===== config.mk =====
export PLATFORM = sky130hd
export DESIGN_NAME = blit_sequencer
export DESIGN_NICKNAME = d
export VERILOG_FILES = /design/src/rtl/blit_pkg.sv /design/src/rtl/blit_raster_walker.sv /design/src/rtl/blit_sequencer.sv
export SDC_FILE = /design/constraint.sdc
export NUM_CORES = 2
export LEC_CHECK = 0
export ABC_AREA = 0
export ABC_CLOCK_PERIOD_IN_PS = 6000
export BUFFER_PORTS_ARGS = -buffer_cell sky130_fd_sc_hd__buf_2
export CAP_MARGIN = 20
export CORE_ASPECT_RATIO = 0.7
export CORE_MARGIN = 1
export CORE_UTILIZATION = 57
export CTS_BUF_LIST = sky130_fd_sc_hd__clkbuf_8 sky130_fd_sc_hd__clkbuf_16
export DETAILED_ROUTE_END_ITERATION = 8
export PLACE_DENSITY = 0.79
export SLEW_MARGIN = 20
export SYNTH_ARGS = -nofsm -noshare
export SYNTH_HDL_FRONTEND = slang
export SYNTH_HIERARCHICAL = 1
export SYNTH_SLANG_ARGS = --single-unit
export TNS_END_PERCENT = 10

===== constraint.sdc =====
create_clock -name clock -period 6 [get_ports clock]
set_input_delay 0.9 -clock clock [delete_from_list [all_inputs] [get_ports clock]]
set_output_delay 0.9 -clock clock [all_outputs]
set_load 0.01 [all_outputs]

===== src/rtl/blit_pkg.sv =====
// Shared blitter definitions: opcodes, command layout, field positions, sequencer states.
package blit_pkg;

  localparam int unsigned CMD_W          = 128;
  localparam int unsigned OPCODE_LSB     = 120;
  localparam int unsigned WIDTH_LSB      = 108;
  localparam int unsigned HEIGHT_LSB     = 96;
  localparam int unsigned X_LSB          = 80;
  localparam int unsigned Y_LSB          = 64;
  localparam int unsigned ADDR_LSB       = 32;
  localparam int unsigned SRC_STRIDE_LSB = 16;
  localparam int unsigned DST_STRIDE_LSB = 0;
  localparam int unsigned COLOUR_LSB     = 0;

  typedef enum logic [7:0] {
    BLIT_NOP      = 8'h00,
    BLIT_FILL     = 8'h01,
    BLIT_COPY     = 8'h02,
    BLIT_SET_DEST = 8'h03
  } blit_op_e;

  // Colour of a FILL shares bits [7:0] with the dst stride field of SET_DEST.
  typedef struct packed {
    logic [7:0]  opcode;
    logic [11:0] width;
    logic [11:0] height;
    logic [15:0] x;
    logic [15:0] y;
    logic [31:0] addr;
    logic [15:0] src_stride;
    logic [15:0] dst_stride;
  } blit_cmd_t;

  typedef enum logic [1:0] {
    StIdle,
    StSetup,
    StRun
  } blit_state_e;

  function automatic logic is_legal_op(input logic [7:0] op);
    return op <= 8'h03;
  endfunction

endpackage


===== src/rtl/blit_raster_walker.sv =====
// Raster walker: col/row counters and row-base accumulators producing per-pixel addresses.
module blit_raster_walker #(
  parameter int unsigned ADDR_W = 32,
  parameter int unsigned DIM_W  = 12
) (
  input  logic              clock,
  input  logic              reset,
  input  logic              load,
  input  logic              step,
  input  logic [ADDR_W-1:0] start_dst,
  input  logic [ADDR_W-1:0] start_src,
  input  logic [ADDR_W-1:0] dst_stride,
  input  logic [ADDR_W-1:0] src_stride,
  input  logic [DIM_W-1:0]  width,
  input  logic [DIM_W-1:0]  height,
  output logic [ADDR_W-1:0] cur_dst,
  output logic [ADDR_W-1:0] cur_src,
  output logic              last
);

  logic [DIM_W-1:0]  col_q, row_q;
  logic [ADDR_W-1:0] row_dst_q, row_src_q, cur_dst_q, cur_src_q;
  logic              col_last, row_last;

  assign col_last = (col_q == width - DIM_W'(1));
  assign row_last = (row_q == height - DIM_W'(1));
  assign last     = col_last && row_last;
  assign cur_dst  = cur_dst_q;
  assign cur_src  = cur_src_q;

  // Load row bases at setup, then step one pixel per accepted request.
  always_ff @(posedge clock) begin
    if (reset) begin
      col_q     <= '0;
      row_q     <= '0;
      row_dst_q <= '0;
      row_src_q <= '0;
      cur_dst_q <= '0;
      cur_src_q <= '0;
    end else if (load) begin
      col_q     <= '0;
      row_q     <= '0;
      row_dst_q <= start_dst;
      row_src_q <= start_src;
      cur_dst_q <= start_dst;
      cur_src_q <= start_src;
    end else if (step) begin
      if (!col_last) begin
        col_q     <= col_q + DIM_W'(1);
        cur_dst_q <= cur_dst_q + ADDR_W'(1);
        cur_src_q <= cur_src_q + ADDR_W'(1);
      end else if (!row_last) begin
        col_q     <= '0;
        row_q     <= row_q + DIM_W'(1);
        row_dst_q <= row_dst_q + dst_stride;
        row_src_q <= row_src_q + src_stride;
        cur_dst_q <= row_dst_q + dst_stride;
        cur_src_q <= row_src_q + src_stride;
      end
    end
  end

endmodule


===== src/rtl/blit_sequencer.sv =====
// Blit sequencer: pops commands, keeps destination state, expands FILL/COPY into pixel requests.
module blit_sequencer
  import blit_pkg::*;
#(
  parameter int unsigned ADDR_W = 32,
  parameter int unsigned DIM_W  = 12
) (
  input  logic              clock,
  input  logic              reset,
  input  logic [127:0]      cmd_in,
  input  logic              cmd_in_valid,
  output logic              next_cmd,
  output logic              pix_valid,
  input  logic              pix_ready,
  output logic              pix_op,
  output logic [ADDR_W-1:0] pix_addr,
  output logic [ADDR_W-1:0] pix_src_addr,
  output logic [7:0]        pix_data,
  output logic              busy,
  output logic              cmd_error
);

  blit_state_e       state_q, state_d;
  blit_cmd_t         in_cmd;
  logic              in_rect;
  logic              accept, last, load;

  logic [7:0]        op_q;
  logic [11:0]       width_q, height_q;
  logic [15:0]       x_q, y_q;
  logic [31:0]       addr_q;
  logic [7:0]        colour_q;
  logic [ADDR_W-1:0] dst_base_q;
  logic [15:0]       dst_stride_q, src_stride_q;
  logic              pix_valid_q, cmd_error_q;

  logic [ADDR_W-1:0] start_dst, y_ext, x_ext, dst_stride_ext, cur_dst, cur_src;

  assign in_cmd  = blit_cmd_t'(cmd_in);
  assign accept  = pix_valid_q && pix_ready;
  // Only non-empty FILL/COPY rectangles leave IDLE.
  assign in_rect = ((in_cmd.opcode == BLIT_FILL) || (in_cmd.opcode == BLIT_COPY)) &&
                   (in_cmd.width != '0) && (in_cmd.height != '0);

  // FSM state register.
  always_ff @(posedge clock) begin
    if (reset) state_q <= StIdle;
    else       state_q <= state_d;
  end

  // FSM next-state logic.
  always_comb begin
    state_d = state_q;
    unique case (state_q)
      StIdle:  if (cmd_in_valid && in_rect) state_d = StSetup;
      StSetup: state_d = StRun;
      StRun:   if (accept && last) state_d = StIdle;
      default: state_d = StIdle;
    endcase
  end

  // FSM outputs; the pop strobe is combinational so commands can be taken every cycle.
  always_comb begin
    next_cmd = (state_q == StIdle) && cmd_in_valid && !reset;
    busy     = (state_q != StIdle);
    load     = (state_q == StSetup);
  end

  // Command capture, SET_DEST registers and sticky error flag.
  always_ff @(posedge clock) begin
    if (reset) begin
      op_q         <= '0;
      width_q      <= '0;
      height_q     <= '0;
      x_q          <= '0;
      y_q          <= '0;
      addr_q       <= '0;
      colour_q     <= '0;
      dst_base_q   <= '0;
      dst_stride_q <= '0;
      src_stride_q <= '0;
      cmd_error_q  <= 1'b0;
    end else if (next_cmd) begin
      op_q     <= in_cmd.opcode;
      width_q  <= in_cmd.width;
      height_q <= in_cmd.height;
      x_q      <= in_cmd.x;
      y_q      <= in_cmd.y;
      addr_q   <= in_cmd.addr;
      colour_q <= in_cmd.dst_stride[7:0];
      if (in_cmd.opcode == BLIT_SET_DEST) begin
        dst_base_q   <= ADDR_W'(in_cmd.addr);
        dst_stride_q <= in_cmd.dst_stride;
        src_stride_q <= in_cmd.src_stride;
      end
      if (!is_legal_op(in_cmd.opcode)) cmd_error_q <= 1'b1;
    end
  end

  // Request valid: raised leaving SETUP, dropped after the last pixel is accepted.
  always_ff @(posedge clock) begin
    if (reset)                pix_valid_q <= 1'b0;
    else if (load)            pix_valid_q <= 1'b1;
    else if (accept && last)  pix_valid_q <= 1'b0;
  end

  // First pixel address; all terms zero-extended and wrapped to ADDR_W.
  always_comb begin
    y_ext          = ADDR_W'(y_q);
    x_ext          = ADDR_W'(x_q);
    dst_stride_ext = ADDR_W'(dst_stride_q);
    start_dst      = dst_base_q + y_ext * dst_stride_ext + x_ext;
  end

  blit_raster_walker #(
    .ADDR_W (ADDR_W),
    .DIM_W  (DIM_W)
  ) u_walker (
    .clock      (clock),
    .reset      (reset),
    .load       (load),
    .step       (accept),
    .start_dst  (start_dst),
    .start_src  (ADDR_W'(addr_q)),
    .dst_stride (dst_stride_ext),
    .src_stride (ADDR_W'(src_stride_q)),
    .width      (DIM_W'(width_q)),
    .height     (DIM_W'(height_q)),
    .cur_dst    (cur_dst),
    .cur_src    (cur_src),
    .last       (last)
  );

  // Pixel request outputs derived from captured command and walker position.
  always_comb begin
    pix_valid    = pix_valid_q;
    pix_op       = (op_q == BLIT_COPY);
    pix_addr     = cur_dst;
    pix_src_addr = (op_q == BLIT_COPY) ? cur_src : '0;
    pix_data     = (op_q == BLIT_FILL) ? colour_q : '0;
    cmd_error    = cmd_error_q;
  end

endmodule


==> results.toml <==
[status]
status = "finished, violations left"
violations = "setup timing"

[synthesis]
synth_top_area_share_pct = 22.66
syn_avg_cell_area_um2 = 7.761
syn_area_um2 = 28620
ys_seq_elements = 324
yosys-top-cells-area = "dfxtp_1 (23%), fa_1 (17%), nand2_1 (9.1%)"
synthArstFlopShare_pct = 0
syn_inst = 3688
ys.flop_type = "dfxtp_1"
yosysUniqueCellTypes = 79
ys_warn_count = 6
yosys.area.top_type = "dfxtp_1"
synth_edf_count = 0
ys_seq_area_share_pct = 22.66

[setup_path]
crit_chain = "buf_6, buf_4, and2_1, fa_1, inv_1, fa_1, fa_1, inv_1, fa_2, inv_2, fa_2, fa_1, inv_2, ha_4, buf_6, a211o_1, nor2_1, o31ai_1, a31oi_1, xnor2_1, inv_1, a21oi_2, o31ai_2, a31oi_1"
end_kind = "register"
path_class = "reg2reg"
r2r_slack_ps = -90
slowest_delay_ps = 610
r2r-end = "u_walker/cur_dst[29]"
worstPathMaxFanout = 7
startpoint_type = "register"
cp.required_ps = 6450
r2r-start = "dst_stride_q[10]"
critPathSlowestCell = "fa_2"
worstSetupStartpoint = "dst_stride_q[10]"
reg2regPathDepth = 24
arrival_ps = 6540
cp_common_cell = "fa_1"

[cells_and_area]
nFillCells = 4090
nets = 4502
final_cell_mix = "nand2_1 (692), inv_1 (391), a21oi_1 (362), dfxtp_1 (300), fa_1 (229)"
antenna_cells = 0
layout-drive-gt1-share_pct = 16.02
mostFrequentLayoutCell = "nand2_1"
syn_to_final_growth_pct = 16.77
final_core_util_pct = 67.62

[sta]
maxSlewHeadroom_pct = 29.35
worstMarginPinSlew_ps = 1060
finalSetupViolCount = 4
fin_skew_ps = 23.84
fin_ws_ps = -91.08
hold_slack_ps = 452.9
tns_ps = -133.0
rsz0062_at_grt = "true"
min_period_over_period_pct = 101.5
period_needed_ps = 6091
drv_slew = 0
fmax_ghz = 0.1642
final_hold_viol_count = 0

[global_route]
grt_use_total_pct = 37.15
antenna_found_initial = 8
grt_pass1_vias = 26060
grt_pass1_wl_mm = 148.4
gr-total-overflow = 0
grt_start_max_net_pins = 161

[drt]
via_count = 27380
firstDrtPassIters = 8
routed_wl_mm = 95.79
drt_iter0_markers = 3195
avgViaCountPerCell = 5.884
post-route-drc-count = 0
wl_per_cell_um = 20.58
postRouteAntennaNets = 0

[min_path]
hp-class = "reg2reg"
worstHoldPathCells = 2
whs_endpoint = "colour_q[6]"
min_from = "colour_q[6]"

[die]
dieArea_um2 = 51130
rows = 68
initial_core_util_pct = 57.90
boundaryPins = 209
core-area_um2 = 49430
die_h_um = 189.5
die-width_um = 269.8

[clock_tree]
clk_root_buffer_cell = "clkbuf_16"
cts_made_buffers = 36
ctsHoldBuffers = 0
cts_htree_levels = 2
clk_path_buf_depth = 3
clock_latency_ps = 560
cts_tree = "yes"
clk_pin_slew_ps = 60
clock-sinks = 324

[pwr]
p_leak_uw = 0.01514
powerDensity_nw_per_um2 = 157.8
ir_drop_mv = 0.2256

[placement]
dp_hpwl_mm = 72.87
portBuffers = 208
gp_congestion = 0.9800

[job]
maxCapViolations = 0
-- critical path, delay by kind of cell (launching register included) --
| family | cells | cell delay, ps |
|---|---|---|
| XOR/XNOR | 1 | 210 |
| adder cells (fa/ha/maj) | 7 | 3280 |
| AO/OA/AOI/OAI | 6 | 1090 |
| AND/OR/NAND/NOR | 2 | 290 |
| flip-flops | 1 | 380 |
| buffers and inverters | 8 | 760 |
-- cell usage after synthesis, drive strengths merged, types with 64 or more instances --
| master | n |
|---|---|
| nor2 | 195 |
| xor2 | 64 |
| o21ai | 115 |
| dfxtp | 324 |
| clkbuf | 165 |
| nand2 | 696 |
| xnor2 | 81 |
| fa | 243 |
| and2 | 173 |
| ha | 165 |
| inv | 401 |
| a21oi | 381 |
-- flip-flops by register name (all words and copies together), names as in the netlist, 32 cells and up --
name                count
addr_q                 32
dst_base_q             32
u_walker/cur_dst       32
u_walker/cur_src       32
u_walker/row_dst_q     32
u_walker/row_src_q     32
-- per-stage QoR --
step / power [uW] / instance area, um^2 / worst slack, ps / std cells
after floorplan: 2541 / 28750 / -7.779 / 3720
after global placement: 2733 / 31340 / -187.5 / 4570
after detailed placement: 2743 / 31340 / -254.2 / 4570
after CTS: 5266 / 33120 / -0.1070 / 4649
after global routing: 5423 / 33420 / -219.9 / 4654
final: 5275 / 33420 / -91.08 / 4654
-- logic make-up after synthesis --
kind of cell | share of synthesized area [%]
AOI/OAI and AO/OA | 17.86
xor gates and xnor gates | 4.437
and+or+nand+nor | 21.83
buffers and inverters | 8.244
adders and majority gates | 24.21
other | 0.01310
muxes | 0.7475
DFF | 22.66
-- how the worst max path moves through the flow --
stage,end,slack (ps),cells after the start
finish,u_walker/cur_dst[29],-90,24
CTS,u_walker/cur_dst[28],-0.1,21
detailed placement,u_walker/cur_dst[28],-250,22
floorplan,u_walker/row_dst_q[28],-8,22
global placement,u_walker/cur_dst[28],-190,21
global route,u_walker/cur_dst[29],-220,24
-- area by class of cell --
| type | instances | area [um^2] | share of cell area, % |
|---|---|---|---|
| clock buffer | 41 | 969.7 | 2.901 |
| clock inverter | 24 | 365.4 | 1.093 |
| inverter | 401 | 1506 | 4.507 |
| multi-input combinational | 2789 | 20430 | 61.11 |
| sequential | 324 | 6544 | 19.58 |
| tap | 665 | 832.0 | 2.489 |
| timing repair buffer | 410 | 2780 | 8.318 |
-- metal layers --
metal / GRT usage (%) / wire (um) / vias up
met5: 0 / 92 / -
met4: 10.86 / 2869 / 14
met1: 52.80 / 41450 / 12880
met3: 15.08 / 13900 / 173
met2: 51.09 / 37480 / 1559
li1: - / - / 12760
-- power breakdown --
| part | switching [uW] | internal [uW] |
|---|---|---|
| Combinational | 308 | 178 |
| Sequential | 43.9 | 2190 |
| Clock | 1030 | 1520 |
| Total | 1390 | 3890 |
-- repair_timing --
item	in CTS	in global routing
hold endpoints to repair	0	0
resized for setup	87	79
gates cloned	0	0
buffers inserted	15	5
pin swaps	42	44
setup endpoints to repair	23	30
Power figures use the tool's default switching activity.
